**src/rtl/fifo_wr_arbiter_pkg.sv**
```systemverilog
// Shared types and helpers for the async-FIFO write-side arbiter.
// Provides the FSM state enum, the stats counter width and a modulo increment.
package fifo_arb_pkg;

  typedef enum logic {
    ARB_IDLE,
    ARB_GRANT
  } arb_state_e;

  localparam int STAT_W = 16;

  function automatic int rr_next(input int ptr, input int n);
    return (ptr + 1 >= n) ? 0 : ptr + 1;
  endfunction

endpackage

```
**src/rtl/fifo_wr_arbiter_if.sv**
```systemverilog
// Requester/FIFO bundle for the write arbiter.
// slave: arbiter side (takes req_*, FIFO flags; drives ready/winc/wdata/gnt_*).
// master: the environment side (requesters plus FIFO write port).
interface fifo_wr_arbiter_if #(
  parameter int NREQ  = 4,
  parameter int DSIZE = 8
) ();

  localparam int IW = $clog2(NREQ);

  logic [NREQ-1:0]            req_valid;
  logic [NREQ-1:0][DSIZE-1:0] req_data;
  logic [NREQ-1:0]            req_ready;
  logic                       winc;
  logic [DSIZE-1:0]           wdata;
  logic                       wfull;
  logic                       whalf_full;
  logic                       wthree_quarters_full;
  logic                       gnt_valid;
  logic [IW-1:0]              gnt_id;

  modport slave (
    input  req_valid, req_data,
    input  wfull, whalf_full, wthree_quarters_full,
    output req_ready, winc, wdata,
    output gnt_valid, gnt_id
  );

  modport master (
    output req_valid, req_data,
    output wfull, whalf_full, wthree_quarters_full,
    input  req_ready, winc, wdata,
    input  gnt_valid, gnt_id
  );

endinterface

```
**src/rtl/fifo_wr_arbiter_rr_picker.sv**
```systemverilog
// Round-robin picker: first eligible index at or after rr_ptr, wrapping.
// Ports: eligible mask, rr_ptr in; found, idx out. Purely combinational.
module rr_picker #(
  parameter int NREQ = 4
) (
  input  logic [NREQ-1:0]         eligible,
  input  logic [$clog2(NREQ)-1:0] rr_ptr,
  output logic                    found,
  output logic [$clog2(NREQ)-1:0] idx
);

  localparam int IW = $clog2(NREQ);

  function automatic logic [IW-1:0] slot(
    input logic [IW-1:0] p,
    input int            k
  );
    int j;
    j = int'(p) + k;
    if (j >= NREQ) j = j - NREQ;
    return IW'(j);
  endfunction

  // Walk from farthest to nearest so the nearest hit wins.
  always_comb begin
    found = 1'b0;
    idx   = '0;
    for (int k = NREQ - 1; k >= 0; k--) begin
      if (eligible[slot(rr_ptr, k)]) begin
        found = 1'b1;
        idx   = slot(rr_ptr, k);
      end
    end
  end

endmodule

```
**src/rtl/fifo_wr_arbiter.sv**
```systemverilog
// Write-side arbiter sharing one async-FIFO write port among NREQ requesters.
// Round-robin bursts, shortened at half-full, low-priority fenced at 3/4-full.
// Ports: wclk, wrst_n (async, active low), bus (fifo_wr_arbiter_if.slave).
// Optional macro FIFO_WR_ARB_STATS_EN adds stat_xfer_cnt / stat_throttle_cnt.
module fifo_wr_arbiter
  import fifo_arb_pkg::*;
#(
  parameter int              NREQ      = 4,
  parameter int              DSIZE     = 8,
  parameter int              BURST_MAX = 4,
  parameter logic [NREQ-1:0] HP_MASK   = {{(NREQ-1){1'b0}}, 1'b1}
) (
  input logic             wclk,
  input logic             wrst_n,
  fifo_wr_arbiter_if.slave bus
`ifdef FIFO_WR_ARB_STATS_EN
  ,
  output logic [NREQ-1:0][STAT_W-1:0] stat_xfer_cnt,
  output logic [STAT_W-1:0]           stat_throttle_cnt
`endif
);

  localparam int IW = $clog2(NREQ);

  arb_state_e      state_q, state_d;
  logic [IW-1:0]   rr_ptr_q, rr_ptr_d;
  logic [IW-1:0]   owner_q, owner_d;
  logic [7:0]      beat_cnt_q, beat_cnt_d;

  logic [NREQ-1:0] eligible;
  logic            found;
  logic [IW-1:0]   pick_idx;
  logic            own_valid;
  logic            own_elig;
  logic            xfer;
  logic [7:0]      lim;
  logic [8:0]      beat_nxt;

  // High-priority requesters ignore the 3/4 fence.
  assign eligible = bus.req_valid
                  & (HP_MASK | {NREQ{~bus.wthree_quarters_full}});

  rr_picker #(
    .NREQ(NREQ)
  ) u_pick (
    .eligible(eligible),
    .rr_ptr  (rr_ptr_q),
    .found   (found),
    .idx     (pick_idx)
  );

  assign own_valid = bus.req_valid[owner_q];
  assign own_elig  = eligible[owner_q];
  assign xfer      = (state_q == ARB_GRANT) & own_elig & ~bus.wfull;
  assign lim       = bus.whalf_full ? 8'(BURST_MAX / 2)
                                    : 8'(BURST_MAX);
  assign beat_nxt  = {1'b0, beat_cnt_q} + 9'd1;

  always_comb begin
    state_d    = state_q;
    rr_ptr_d   = rr_ptr_q;
    owner_d    = owner_q;
    beat_cnt_d = beat_cnt_q;
    unique case (state_q)
      ARB_IDLE: begin
        if (found) begin
          owner_d    = pick_idx;
          beat_cnt_d = '0;
          state_d    = ARB_GRANT;
        end
      end
      ARB_GRANT: begin
        if (xfer) beat_cnt_d = beat_nxt[7:0];
        // >= so a mid-burst drop of lim ends on the next beat.
        if ((xfer && (beat_nxt >= {1'b0, lim}))
            || !own_valid || !own_elig) begin
          state_d  = ARB_IDLE;
          rr_ptr_d = IW'(rr_next(int'(owner_q), NREQ));
        end
      end
      default: state_d = ARB_IDLE;
    endcase
  end

  always_ff @(posedge wclk or negedge wrst_n) begin
    if (!wrst_n) begin
      state_q    <= ARB_IDLE;
      rr_ptr_q   <= '0;
      owner_q    <= '0;
      beat_cnt_q <= '0;
    end else begin
      state_q    <= state_d;
      rr_ptr_q   <= rr_ptr_d;
      owner_q    <= owner_d;
      beat_cnt_q <= beat_cnt_d;
    end
  end

  assign bus.winc      = xfer;
  assign bus.req_ready = NREQ'(xfer) << owner_q;
  assign bus.wdata     = bus.req_data[owner_q];
  assign bus.gnt_valid = (state_q == ARB_GRANT);
  assign bus.gnt_id    = owner_q;

`ifdef FIFO_WR_ARB_STATS_EN
  logic throttled_any;

  assign throttled_any = |(bus.req_valid & ~eligible);

  always_ff @(posedge wclk or negedge wrst_n) begin
    if (!wrst_n) begin
      stat_xfer_cnt     <= '0;
      stat_throttle_cnt <= '0;
    end else begin
      if (xfer && (stat_xfer_cnt[owner_q] != '1))
        stat_xfer_cnt[owner_q] <= stat_xfer_cnt[owner_q] + 1'b1;
      if (throttled_any && (stat_throttle_cnt != '1))
        stat_throttle_cnt <= stat_throttle_cnt + 1'b1;
    end
  end
`endif

endmodule
```
**src/flat_wrapper.sv**
```systemverilog
// flat-port wrapper written by rule: the top's interface ports become plain ports
module fifo_wr_arbiter_flat import fifo_arb_pkg::*;
#(
  parameter int              NREQ      = 4,
  parameter int              DSIZE     = 8,
  parameter int              BURST_MAX = 4,
  parameter logic [NREQ-1:0] HP_MASK   = {{(NREQ-1){1'b0}}, 1'b1}
)
  (wclk, wrst_n, bus_req_valid, bus_req_data, bus_wfull, bus_whalf_full, bus_wthree_quarters_full, bus_req_ready, bus_winc, bus_wdata, bus_gnt_valid, bus_gnt_id);
  fifo_wr_arbiter_if #(.NREQ(NREQ), .DSIZE(DSIZE)) bus_i ();
  input logic wclk;
  input logic wrst_n;
  input wire logic [$bits(bus_i.req_valid)-1:0] bus_req_valid;
  input wire logic [$bits(bus_i.req_data)-1:0] bus_req_data;
  input wire logic [$bits(bus_i.wfull)-1:0] bus_wfull;
  input wire logic [$bits(bus_i.whalf_full)-1:0] bus_whalf_full;
  input wire logic [$bits(bus_i.wthree_quarters_full)-1:0] bus_wthree_quarters_full;
  output wire logic [$bits(bus_i.req_ready)-1:0] bus_req_ready;
  output wire logic [$bits(bus_i.winc)-1:0] bus_winc;
  output wire logic [$bits(bus_i.wdata)-1:0] bus_wdata;
  output wire logic [$bits(bus_i.gnt_valid)-1:0] bus_gnt_valid;
  output wire logic [$bits(bus_i.gnt_id)-1:0] bus_gnt_id;
  assign bus_i.req_valid = bus_req_valid;
  assign bus_i.req_data = bus_req_data;
  assign bus_i.wfull = bus_wfull;
  assign bus_i.whalf_full = bus_whalf_full;
  assign bus_i.wthree_quarters_full = bus_wthree_quarters_full;
  assign bus_req_ready = bus_i.req_ready;
  assign bus_winc = bus_i.winc;
  assign bus_wdata = bus_i.wdata;
  assign bus_gnt_valid = bus_i.gnt_valid;
  assign bus_gnt_id = bus_i.gnt_id;
  fifo_wr_arbiter #(.NREQ(NREQ), .DSIZE(DSIZE), .BURST_MAX(BURST_MAX), .HP_MASK(HP_MASK)) u_core (.wclk(wclk), .wrst_n(wrst_n), .bus(bus_i));
endmodule
```
**config.mk**
```make
export PLATFORM = sky130hd
export DESIGN_NAME = fifo_wr_arbiter_flat
export DESIGN_NICKNAME = d
export VERILOG_FILES = /design/src/rtl/fifo_wr_arbiter_pkg.sv /design/src/rtl/fifo_wr_arbiter_if.sv /design/src/rtl/fifo_wr_arbiter_rr_picker.sv /design/src/rtl/fifo_wr_arbiter.sv /design/src/flat_wrapper.sv
export SDC_FILE = /design/constraint.sdc
export NUM_CORES = 1
export LEC_CHECK = 0
export BUFFER_PORTS_ARGS = -buffer_cell sky130_fd_sc_hd__buf_2
export CAP_MARGIN = 5
export CORE_MARGIN = 2
export CORE_UTILIZATION = 49
export CTS_CLUSTER_SIZE = 16
export DETAILED_ROUTE_END_ITERATION = 7
export PLACE_DENSITY = 0.84
export RECOVER_POWER = 50
export SLEW_MARGIN = 20
export SYNTH_ARGS = -nofsm -noshare
export SYNTH_HDL_FRONTEND = slang
export SYNTH_SLANG_ARGS = --single-unit
```
**constraint.sdc**
```tcl
create_clock -name wclk -period 3.8 [get_ports wclk]
set_input_delay 0.38 -clock wclk [delete_from_list [all_inputs] [get_ports wclk]]
set_output_delay 0.38 -clock wclk [all_outputs]
set_load 0.01 [all_outputs]
```
Yosys cells after proc, flatten, opt, wreduce, memory -nomap -nowiden:

Index checks and enable logic that the tools add are counted.

* flip-flop bits (word level): 13
* output and inout bits: 16
* logic and storage cells: 75
* input port bits: 41

* shift operators: 1
* equal/unequal tests: 2
* bitwise gates (word level): 6
* reduce and logical (&&, ||, !) cells: 8
* mux-type cells: 34
* magnitude comparators: 11
* add/sub/neg operators: 9

Operators with widths (number)
* $mux 8: 3
* $mux 2: 9
* $bmux 8 s2: 1
* $pmux 8 s2: 1
* $lt 2x3->1 const B: 5
* $bmux 1 s2: 6
* $ge 3x3->1 const B: 4
* $mux 1: 12
* $add 8x1->9 const B: 1
* $ge 9x8->1: 1
* $sub 2x1->2 const B: 4
* $add 2x1->3 const B: 2
* $add 2x2->3 const B: 2
* $reduce_and 2->1: 3
* $and 4x4->4: 1
* $shl 1x2->4: 1
* $ge 2x3->1 const B: 1
* $mux 3: 1
* $not 1->1: 3
* $and 1x1->1: 2
* $logic_not 1->1: 2
* $logic_or 1x1->1: 2
* $ne 2x1->1 const B: 1
* $ne 2x2->1 const B: 1
* 2 further kinds: 2

Longest topological paths before layout:

Gate-level depths: netlist of run 1.

* depth in word-level cells: 11
* mapped depth: 8

Hierarchy:

A second synthesis of run 1 with hierarchy kept.

* cells, all modules: 121
* area, all modules: 1152.4 um2

Modules (own cells, without submodules)
* fifo_wr_arbiter: area each 1074.8 um2, cells each 108, times used 1, seq. area each 325.3 um2
* rr_picker: area each 77.6 um2, cells each 13, times used 1, seq. area each 0.0 um2

Worst setup path before layout of run 1:

Ideal clock, no wire load.

* path type: register to register
* from: register u_core.beat_cnt_q[0]
* to: register u_core.rr_ptr_q[0]
* clock period less this slack: 2.223 ns
* arrival: 2.096 ns
* cell stages (with the launch flop): 9
* path slack: 1.577 ns
* cell sequence: dfrtp_1 -> ha_1 -> clkbuf_1 -> xor2_1 -> ha_1 -> nor4_1 -> a31oi_1 -> a311oi_2 -> mux2_1

* longest elaborated chain between the ends: 6

RTL lines
* from (decl): line fifo_wr_arbiter.sv:28 `logic [7:0] beat_cnt_q, beat_cnt_d;`
* from (signal assigned): line fifo_wr_arbiter.sv:95 `beat_cnt_q <= beat_cnt_d;`
* $add 8x1->9: line fifo_wr_arbiter.sv:57 `assign beat_nxt = {1'b0, beat_cnt_q} + 9'd1;`
* $ge 9x8->1: line fifo_wr_arbiter.sv:75 `if ((xfer && (beat_nxt >= {1'b0, lim}))`
* $logic_and 1x1->1: line fifo_wr_arbiter.sv:75
* $logic_or 1x1->1 (2 in series): line fifo_wr_arbiter.sv:76 `|| !own_valid || !own_elig) begin`
* $reduce_and 2->1 (no source line)
* to (signal assigned): line fifo_wr_arbiter.sv:93 `rr_ptr_q <= rr_ptr_d;`
* to (decl): line fifo_wr_arbiter.sv:26 `logic [IW-1:0] rr_ptr_q, rr_ptr_d;`

No other way between the ends.
A chain may end at the register's enable or synchronous reset.

Final worst setup path of run 1:

* from: register u_core.owner_q[0], in the netlist u_core.bus.gnt_id[0]
* to: output bus_req_ready[3]

* longest elaborated chain between the ends: 5

RTL lines
* from (decl): line fifo_wr_arbiter.sv:27 `logic [IW-1:0] owner_q, owner_d;`
* from (signal assigned): line fifo_wr_arbiter.sv:94 `owner_q <= owner_d;`
* $bmux 1 s2: line fifo_wr_arbiter.sv:53 `assign own_elig = eligible[owner_q];`
* $mux 1 (not written as such): line fifo_wr_arbiter.sv:53
* $and 1x1->1 (2 in series): line fifo_wr_arbiter.sv:54 `assign xfer = (state_q == ARB_GRANT) & own_elig & ~bus.wfull;`
* $shl 1x2->4 (*): line fifo_wr_arbiter.sv:100 `assign bus.req_ready = NREQ'(xfer) << owner_q;`
* to (decl): line flat_wrapper.sv:18 `output wire logic [$bits(bus_i.req_ready)-1:0] bus_req_ready;`

Every way passes the cells marked *; elsewhere a longest branch is shown, timed or not. The select of a mux whose other input is x is not followed.

==> out/qor.csv, run 1 <==
metric;value;unit
total length of routed wires;3.126;mm
power density over the cells;536.7;mW/mm²
upper clock frequency limit;346.1;MHz
Max FO, Critical Path;19;
largest net degree at the start of global routing;20;
number of buffers on the longest clock path;2;
Final Hold Viols;0;
proportion of layout cells with a drive suffix above 1;0.3824;
number of buffers added on ports;56;
synthesized instance count;117;
growth of design area from synthesis to finish;25.75;%
Synth area leaders;dfrtp_1 28%, mux4_1 9.0%, mux4_2 7.7%;
data arrival time of the worst path;2.51;ns
DP HPWL;2.430;mm
highest ir drop seen on vdd;0.0004554;V
switching part of the total power;0.4427;
startpoint-to-endpoint class of the critical path;flop to primary output;
clock buffer count from CTS;3;
count of H-tree levels built during CTS;1;
overall die area;0.002797;mm²
share of the yosys chip area belonging to registers;0.2778;
maximum clock skew at final layout;0.003613;ns
Final Critical Period;2.889;ns
number of stages on the worst setup path;5;
global route overflow;0;
share of the synthesized area in the top cell type;0.2778;
clock tree from TritonCTS;done;
unrepaired setup endpoints after global routing;no;
number of nets in the layout;216;
dominant cell type by area after synthesis;dfrtp_1;
buffering stage count on the worst path with inverters included;1;
number of global-route vias before repair;1146;
Die X;52.89;µm
result of the run;completed;
number of enable-type register cells in the synthesized netlist;0;
number of cells traversed by the worst register-to-register path;7;
Layout Utilization;0.6594;
Post-Syn Nets;162;
# Max-Cap Violations;0;
actual transition at the worst max-transition pin;0.7295;ns
Rows;17;
fill cell count;177;
worst stage delay on the critical path;0.80;ns
total standard cell area after synthesis;0.001171;mm²
pins over their slew limit;0;
total of cells resized after clock tree synthesis;0;
worst min-delay path category;primary input to flop;
count of unresolved DRC violations after routing;0;
Async SR Flop Fraction;1.000;
clock insertion delay at the later pin of the skew report;0.27;ns
critical path cell sequence;mux2_4 > a311oi_4 > nor2_2 > and3_1 > buf_2;
Via Count;1200;
total leakage power;0.7040;nW
first-pass GRT wire length;4.802;mm
Final setup viols;0;
number of warning messages in the yosys log;0;
ranking of synthesized cells by instance count;13 x dfrtp_1, 11 x nand2_1, 9 x nor2_1, 5 x a31oi_1, 5 x inv_1;
antenna diode count;0;
most common flop cell mapped by yosys;dfrtp_1;
Core Region;0.002233;mm²
most common cell in the netlist;dfrtp_1;
Clock Tree Root;clkbuf_4;
ratio of routed vias to standard cells;6.061;
post-detailed-route wirelength per cell;15.79;µm
Critical Path End Type;primary output;
worst path required time;3.42;ns
relative contribution of the clock network to total power;0.110;
Top Family by Delay on Critical Path;flip-flops;
sequential share of power;0.347;
top-level I/O count;57;
register clock-pin slew on the reported worst setup and hold paths;0.08;ns
post-synthesis cell type count;46;
post-detailed-route count of antenna-violating nets;0;
initial core utilization;0.5244;
share of the clock period used by the worst path;0.7603;
initial antenna violation count;0;
first-iteration detailed-routing DRC count;40;
P_int;0.4405;mW
mean area per synthesized cell;10.01;µm²
post-synthesis register bit count;13;
power spent charging and discharging nets;0.3499;mW
Max-slew headroom;0.5137;
RePlAce Congestion;0.9193;
Slowest cell on crit path;dfrtp_1;
part of the total power dissipated in combinational logic;0.543;
Tot GR Track Use;0.2279;
cell area after layout;0.001473;mm²
TritonRoute pass-1 iters;4;
total negative setup slack;0;ns
cell depth of the worst hold path;2;
clk sinks;13;
element type at the critical path start;flop;
Cell Area, Placed;0.001445;mm²
die height;52.89;µm
==> state kept, by name, summed over array words and instances (netlist names) <==
signal                cells
u_core.rr_ptr_q           2
u_core.bus.gnt_id         2
u_core.beat_cnt_q         8
u_core.bus.gnt_valid      1
==> area by class of cell <==
class / instances / area [µm²] / share of cell area
Sequential cell: 13 / 325.3 / 0.2209
Inverter: 5 / 18.77 / 0.01274
Multi-Input combinational cell: 91 / 785.8 / 0.5336
Clock buffer: 4 / 26.28 / 0.01784
Timing Repair Buffer: 57 / 281.5 / 0.1912
Tap cell: 28 / 35.03 / 0.02379
==> metrics by stage <==
step	cells	hold slack, ns	setup slack [ns]	power, mW
floorplan	117	0.08441	1.577	0.5833
global placement	193	0.2788	1.281	0.6895
detailed placement	193	0.2830	1.213	0.7119
CTS	198	0.3544	0.9175	0.7988
global route	198	0.3686	0.7298	0.8532
finish	198	0.3657	0.9109	0.7904
==> routing by layer <==
metal	share of wire	wire [µm]	track usage
met1	0.39	1204	0.2562
met3	0.11	333	0.05085
met2	0.50	1559	0.4104
met4	0.0090	28	0.09402
met5	0	0	0
==> kinds of logic (layout without fill, tap and decap cells) <==
| logic type | count (synthesis) | in the layout | synth area share |
|---|---|---|---|
| compound gates | 31 | 31 | 0.2094 |
| simple gates | 40 | 40 | 0.1763 |
| mux | 15 | 15 | 0.2350 |
| flops | 13 | 13 | 0.2778 |
| xor+xnor | 1 | 1 | 0.007480 |
| fa+ha+maj | 4 | 4 | 0.04274 |
| buf+inv | 13 | 66 | 0.05128 |
==> what timing repair did <==
item / in CTS / in global routing
hold endpoints to repair: 13 / 0
setup buffers: 0 / 0
hold buffers: 1 / 0
==> layout by cell type (no fill, tap or decap), types with 3 or more instances in the layout <==
cell type	netlist	layout
buf_2	3	49
dfrtp_1	13	13
nand2_1	11	11
nor2_1	9	9
clkbuf_1	3	8
inv_1	5	5
a31oi_1	5	5
mux4_2	4	4
mux4_1	4	4
o21ai_0	4	4
a21oi_1	4	4
ha_1	4	4
nor4_1	3	3
nand2b_1	3	3
nand3_1	3	3
mux2_1	2	3
clkbuf_4	0	3
==> worst reg2reg max path, delay by kind of cell (launching register included) <==
family	cells	cell delay, ns
DFF	1	0.43
xor gates and xnor gates	1	0.19
and+or+nand+nor	1	0.42
muxes	1	0.35
AOI/OAI and AO/OA	2	0.46
adders and majority gates	2	0.53
==> power by group through the flow <==
stage | Combinational, mW | Sequential [mW] | Clock, mW
5_1_grt | 0.472 | 0.288 | 0.0934
6_report | 0.429 | 0.274 | 0.0872
2_1_floorplan | 0.366 | 0.217 | 0
4_1_cts | 0.439 | 0.273 | 0.0869
3_3_place_gp | 0.417 | 0.272 | 0
3_5_place_dp | 0.436 | 0.276 | 0
==> path summary, 6_finish.rpt <==
path                                               start  slack, ns                    to
worst max-delay path                u_core.bus.gnt_id[0]       0.91      bus_req_ready[3]
worst min-delay path            bus_wthree_quarters_full       0.37  u_core.bus.gnt_id[1]
worst max register to register      u_core.beat_cnt_q[0]       1.31    u_core.rr_ptr_q[0]
worst min register to register      u_core.beat_cnt_q[6]       0.54  u_core.beat_cnt_q[6]
max in group asynchronous                         wrst_n       2.65  u_core.beat_cnt_q[7]
min in group asynchronous                         wrst_n       0.69  u_core.beat_cnt_q[5]
(Power assumes the default switching activity.)
==> run 2: changes to the inputs <==
--- a/config.mk
+++ b/config.mk
@@ -8,10 +8,10 @@
 export BUFFER_PORTS_ARGS = -buffer_cell sky130_fd_sc_hd__buf_2
 export CAP_MARGIN = 5
 export CORE_MARGIN = 2
-export CORE_UTILIZATION = 49
+export CORE_UTILIZATION = 41
 export CTS_CLUSTER_SIZE = 16
 export DETAILED_ROUTE_END_ITERATION = 7
-export PLACE_DENSITY = 0.84
+export PLACE_DENSITY = 0.75
 export RECOVER_POWER = 50
 export SLEW_MARGIN = 20
 export SYNTH_ARGS = -nofsm -noshare
==> constraint.sdc (replaced) <==
create_clock -name wclk -period 2.54 [get_ports wclk]
set_input_delay 0.254 -clock wclk [delete_from_list [all_inputs] [get_ports wclk]]
set_output_delay 0.254 -clock wclk [all_outputs]
set_load 0.01 [all_outputs]
==> run 2 against run 1 <==
Compared with the run above: register-to-register slack worse by 1.1 ns; non-clock buffer count up 3; clock skew up 0.0048 ns; sequential power up 33%; sequential cell count unchanged; combinational power up 66%; via count unchanged; die area up 18%; clock power up 50%; setup slack worse by 0.69 ns; cell count up 3.0%; largest cell class unchanged.
==> out/qor.csv, run 2 (synthesis results as in run 1) <==
metric;value;unit
top-level I/O count;57;
Die X;57.45;µm
max FFs per register;8;
worst min-delay path category;primary input to flop;
Post-Layout Cell Count;204;
Reg with most FFs;u_core.beat_cnt_q;
Layout Utilization;0.5478;
highest ir drop seen on vdd;0.0005235;V
result of the run;completed;
number of setup buffers added after CTS;0;
proportion of layout cells with a drive suffix above 1;0.4162;
register clock-pin slew on the reported worst setup and hold paths;0.09;ns
worst path required time;2.71;ns
TritonRoute pass-1 iters;4;
Cell Area, Placed;0.001471;mm²
die height;57.45;µm
ratio of routed vias to standard cells;5.882;
clock insertion delay at the later pin of the skew report;0.28;ns
share of the clock period used by the worst path;0.9143;
Slowest cell on crit path;dfrtp_1;
Final Hold Viols;0;
Worst Setup Slack post-DPL;0.2191;ns
Final Critical Period;2.322;ns
routed length on met2;1.368;mm
Core Region;0.002734;mm²
first-iteration detailed-routing DRC count;42;
DP HPWL;2.349;mm
initial core utilization;0.4284;
post-route met1 wirelength;1.276;mm
cell area after layout;0.001498;mm²
Final setup viols;0;
Worst Slack Setup Final;0.2177;ns
Tot GR Track Use;0.1896;
critical path cell sequence;ha_1 > xor2_1 > ha_1 > nor4_1 > a31oi_1 > a311oi_2 > mux2_1;
number of nets in the layout;219;
Max-slew headroom;0.5240;
commonest cells after routing, fill and taps aside;54 x buf_2, 13 x dfrtp_1, 11 x nand2_1;
Max FO, Critical Path;8;
clock buffer count from CTS;3;
clock tree from TritonCTS;done;
total length of routed wires;3.018;mm
actual transition at the worst max-transition pin;0.7139;ns
Clock Tree Root;clkbuf_4;
power density over the cells;807.1;mW/mm²
total negative setup slack;0;ns
Top Metal Used;met4;
worst hold slack;0.2317;ns
post-detailed-route wirelength per cell;14.79;µm
met3 wire length;350;µm
clk sinks;13;
initial antenna violation count;0;
number of buffers added on ports;56;
Rows;19;
antenna diode count;0;
placed cell count;199;
Via Count;1200;
upper clock frequency limit;430.6;MHz
global route overflow;0;
count of H-tree levels built during CTS;1;
Critical Path End Type;flop;
number of buffers on the longest clock path;2;
worst stage delay on the critical path;0.43;ns
startpoint-to-endpoint class of the critical path;flop to flop;
total power of the final layout;1.209;mW
element type at the critical path start;flop;
# Max-Cap Violations;0;
overall die area;0.003300;mm²
count of unresolved DRC violations after routing;0;
data arrival time of the worst path;2.49;ns
first-pass GRT wire length;5.030;mm
RePlAce Congestion;0.7913;
number of global-route vias before repair;1143;
post-detailed-route count of antenna-violating nets;0;
largest net degree at the start of global routing;16;
pins over their slew limit;0;
unrepaired setup endpoints after global routing;no;
critical path's most frequent cell;ha_1;
total leakage power;0.7261;nW
maximum clock skew at final layout;0.008379;ns
most common cell after layout, fill and taps aside;buf_2;
growth of design area from synthesis to finish;27.88;%
## run 2: cell types whose count changed in the layout (fill, tap and decap cells not counted), sizes merged
cell	before	now
clkbuf	11	8
buf	49	55
## run 2: area by class of cell
type	count	area (µm²)
multi-input cells	91	785.8
repair buffers	60	302.8
flip-flops and latches	13	325.3
well taps	31	38.79
clock buffers	4	26.28
fillers	257	1236
inverters	5	18.77
## run 2: power breakdown
| group | internal (mW) | switching [mW] |
|---|---|---|
| Clock | 0.0609 | 0.0703 |
| Combinational | 0.362 | 0.352 |
| Sequential | 0.261 | 0.103 |
| Total | 0.684 | 0.525 |
## run 2: worst paths after layout
path | start | cells past startpoint | endpoint | slack (ns)
worst max register to register | u_core.beat_cnt_q[0] | 7 | u_core.rr_ptr_q[1] | 0.22
min in group asynchronous | wrst_n | 2 | u_core.bus.gnt_id[1] | 0.53
worst min-delay path | bus_wthree_quarters_full | 2 | u_core.bus.gnt_id[1] | 0.23
worst min register to register | u_core.beat_cnt_q[6] | 1 | u_core.beat_cnt_q[6] | 0.54
max in group asynchronous | wrst_n | 2 | u_core.beat_cnt_q[1] | 1.55
worst max-delay path | u_core.beat_cnt_q[0] | 7 | u_core.rr_ptr_q[1] | 0.22
## run 2: worst max-delay path: cells and delay by family, from the launching register on
family                   cells  cell delay, ns
AO/OA/AOI/OAI                2            0.43
XOR/XNOR                     1            0.17
adder cells (fa/ha/maj)      2            0.50
flip-flops                   1            0.43
multiplexers                 1            0.36
AND/OR/NAND/NOR              1            0.32
## run 2: timing repair
item                      in CTS  in global routing
hold endpoints to repair      13                  0
gates resized for setup        0                  0
hold buffers                   1                  0
## run 2: routing by layer
layer,global-route usage,vias to the layer above
met5,0,-
met4,0.04319,0
met3,0.04989,6
met2,0.3231,68
met1,0.2403,555
li1,-,571
==> run 3: changes to the inputs <==
--- a/config.mk
+++ b/config.mk
@@ -5,14 +5,15 @@
 export SDC_FILE = /design/constraint.sdc
 export NUM_CORES = 1
 export LEC_CHECK = 0
-export BUFFER_PORTS_ARGS = -buffer_cell sky130_fd_sc_hd__buf_2
 export CAP_MARGIN = 5
 export CORE_MARGIN = 2
-export CORE_UTILIZATION = 41
+export CORE_UTILIZATION = 55
 export CTS_CLUSTER_SIZE = 16
 export DETAILED_ROUTE_END_ITERATION = 7
-export PLACE_DENSITY = 0.75
+export DONT_BUFFER_PORTS = 1
+export PLACE_DENSITY = 0.73
 export RECOVER_POWER = 50
+export SETUP_SLACK_MARGIN = 0.3
 export SLEW_MARGIN = 20
 export SYNTH_ARGS = -nofsm -noshare
 export SYNTH_HDL_FRONTEND = slang
==> constraint.sdc (replaced) <==
create_clock -name wclk -period 2.54 [get_ports wclk]
set_input_delay 0.127 -clock wclk [delete_from_list [all_inputs] [get_ports wclk]]
set_output_delay 0.127 -clock wclk [all_outputs]
set_load 0.01 [all_outputs]
==> run 3 against run 2 <==
Compared with the run above: sequential power about the same; utilization increased by 11 points; clock power about the same; hold slack got worse by 0.20 ns; cell count decreased by 28%; highest routed layer unchanged.
==> out/qor.csv, run 3 (synthesis results as in run 1) <==
metric;value;unit
first-iteration detailed-routing DRC count;30;
unrepaired setup endpoints after global routing;no;
ratio of routed vias to standard cells;6.660;
Rows;16;
total length of routed wires;2.825;mm
worst setup path startpoint;u_core.beat_cnt_q[0];
TritonRoute pass-1 iters;4;
post-detailed-route count of antenna-violating nets;0;
Slowest cell on crit path;dfrtp_1;
# Max-Cap Violations;0;
worst stage delay on the critical path;0.44;ns
Top Family by Delay on Critical Path;compound AO/OA/AOI/OAI gates;
number of nets in the layout;166;
number of buffers added on ports;0;
Critical Path End Type;flop;
data arrival time of the worst path;2.30;ns
Cell Area, Placed;0.001186;mm²
antenna diode count;0;
pins over their slew limit;0;
most common cell after layout, fill and taps aside;dfrtp_1;
worst path required time;2.70;ns
max FFs per register;8;
growth of design area from synthesis to finish;11.54;%
largest net degree at the start of global routing;17;
upper clock frequency limit;468.0;MHz
number of global-route vias before repair;928;
initial antenna violation count;0;
Core Region;0.001982;mm²
power density over the cells;908.5;mW/mm²
global route overflow;0;
critical path's most frequent cell;ha_4;
clk sinks;13;
switching part of the total power;0.4476;
clock buffer count from CTS;3;
flop-to-flop setup slack;0.40;ns
initial core utilization;0.5909;
post-detailed-route wirelength per cell;19.22;µm
maximum clock skew at final layout;0.0009492;ns
die height;50.15;µm
startpoint-to-endpoint class of the critical path;flop to flop;
clock tree from TritonCTS;done;
beginning of the worst hold path;bus_req_valid[3];
Die X;50.15;µm
number of buffers on the longest clock path;2;
Final Hold Viols;0;
total leakage power;0.5273;nW
actual transition at the worst max-transition pin;0.7209;ns
buffering stage count on the worst path with inverters included;1;
clock insertion delay at the later pin of the skew report;0.27;ns
Final setup viols;0;
r2r startpoint;u_core.beat_cnt_q[0];
Worst Setup Slack post-DPL;0.2387;ns
relative contribution of the clock network to total power;0.108;
critical path cell sequence;ha_4 > inv_2 > ha_4 > a21bo_2 > nand2_2 > a31oi_4 > a311oi_2 > mux2_1;
total negative setup slack;0;ns
Clock Tree Root;clkbuf_4;
number of stages on the worst setup path;8;
overall die area;0.002515;mm²
element type at the critical path start;flop;
DP HPWL;2.088;mm
cell area after layout;0.001306;mm²
Reg with most FFs;u_core.beat_cnt_q;
share of the clock period used by the worst path;0.8413;
reg2reg end;u_core.rr_ptr_q[1];
Worst Slack Setup Final;0.4031;ns
RePlAce Congestion;0.8314;
Final Critical Period;2.137;ns
worst hold slack;0.03314;ns
Max-slew headroom;0.5194;
Max FO, Critical Path;4;
result of the run;completed;
crit path to;u_core.rr_ptr_q[1];
Via Count;979;
worst min-delay path category;primary input to flop;
number of cells traversed by the worst register-to-register path;8;
count of H-tree levels built during CTS;1;
first-pass GRT wire length;4.471;mm
top-level I/O count;57;
register clock-pin slew on the reported worst setup and hold paths;0.08;ns
part of the total power dissipated in combinational logic;0.588;
power spent charging and discharging nets;0.5312;mW
Tot GR Track Use;0.2364;
commonest cells after routing, fill and taps aside;13 x dfrtp_1, 10 x nand2_1, 9 x nor2_1;
P_int;0.6555;mW
proportion of layout cells with a drive suffix above 1;0.2250;
highest ir drop seen on vdd;0.0005021;V
count of unresolved DRC violations after routing;0;
sequential share of power;0.304;
run 3: cell types whose count changed in the layout (fill, tap and decap cells not counted), sizes merged:
cell	change
buf	-51
clkbuf	-3
dlygate4sd3	+1
run 3: how the worst min path moves through the flow:
stage	slack, ns	depth (start not counted)	to
after floorplan	-0.17	0	u_core.beat_cnt_q[0]
after global placement	-0.17	0	u_core.beat_cnt_q[6]
after detailed placement	-0.17	0	u_core.beat_cnt_q[2]
after CTS	0.03	2	u_core.bus.gnt_id[1]
after global routing	0.05	2	u_core.bus.gnt_id[1]
final	0.03	2	u_core.bus.gnt_id[1]
run 3: through the flow:
stage	utilization	std cells	total power, mW
after global routing	0.6591	147	1.284
after floorplan	-	117	0.8727
after global placement	0.5985	139	0.9526
after CTS	0.6263	145	1.108
final	0.6591	147	1.187
after detailed placement	0.5985	139	0.9675
run 3: layout make-up:
type | count | area, µm²
sequential | 13 | 325.3
tap | 27 | 33.78
clock buffer | 4 | 26.28
multi-input combinational | 91 | 848.3
fill | 154 | 675.6
timing repair buffer | 7 | 53.80
inverter | 5 | 18.77
run 3: metal layers:
metal | GRT usage | vias up | routed length, µm
li1 | - | 466 | -
met1 | 0.3131 | 458 | 1184
met2 | 0.3816 | 47 | 1409
met3 | 0.06845 | 8 | 197
met4 | 0.05556 | 0 | 34
met5 | 0 | - | 0
run 3: timing repair:
| action | in CTS | in global routing |
|---|---|---|
| gates resized for setup | 2 | 9 |
| pin swaps | 1 | 8 |
| hold buffers | 2 | 0 |
| setup endpoints to repair | 3 | 5 |
| endpoints found under the hold margin | 14 | 0 |
| gates cloned | 0 | 0 |
| buffers inserted | 0 | 2 |
run 3: power by group through the flow:
stage / Combinational (mW) / Clock (mW) / Sequential, mW
after floorplan: 0.548 / 0 / 0.325
after global placement: 0.598 / 0 / 0.355
after detailed placement: 0.608 / 0 / 0.360
after CTS: 0.622 / 0.131 / 0.355
after global routing: 0.763 / 0.143 / 0.378
final: 0.698 / 0.128 / 0.361
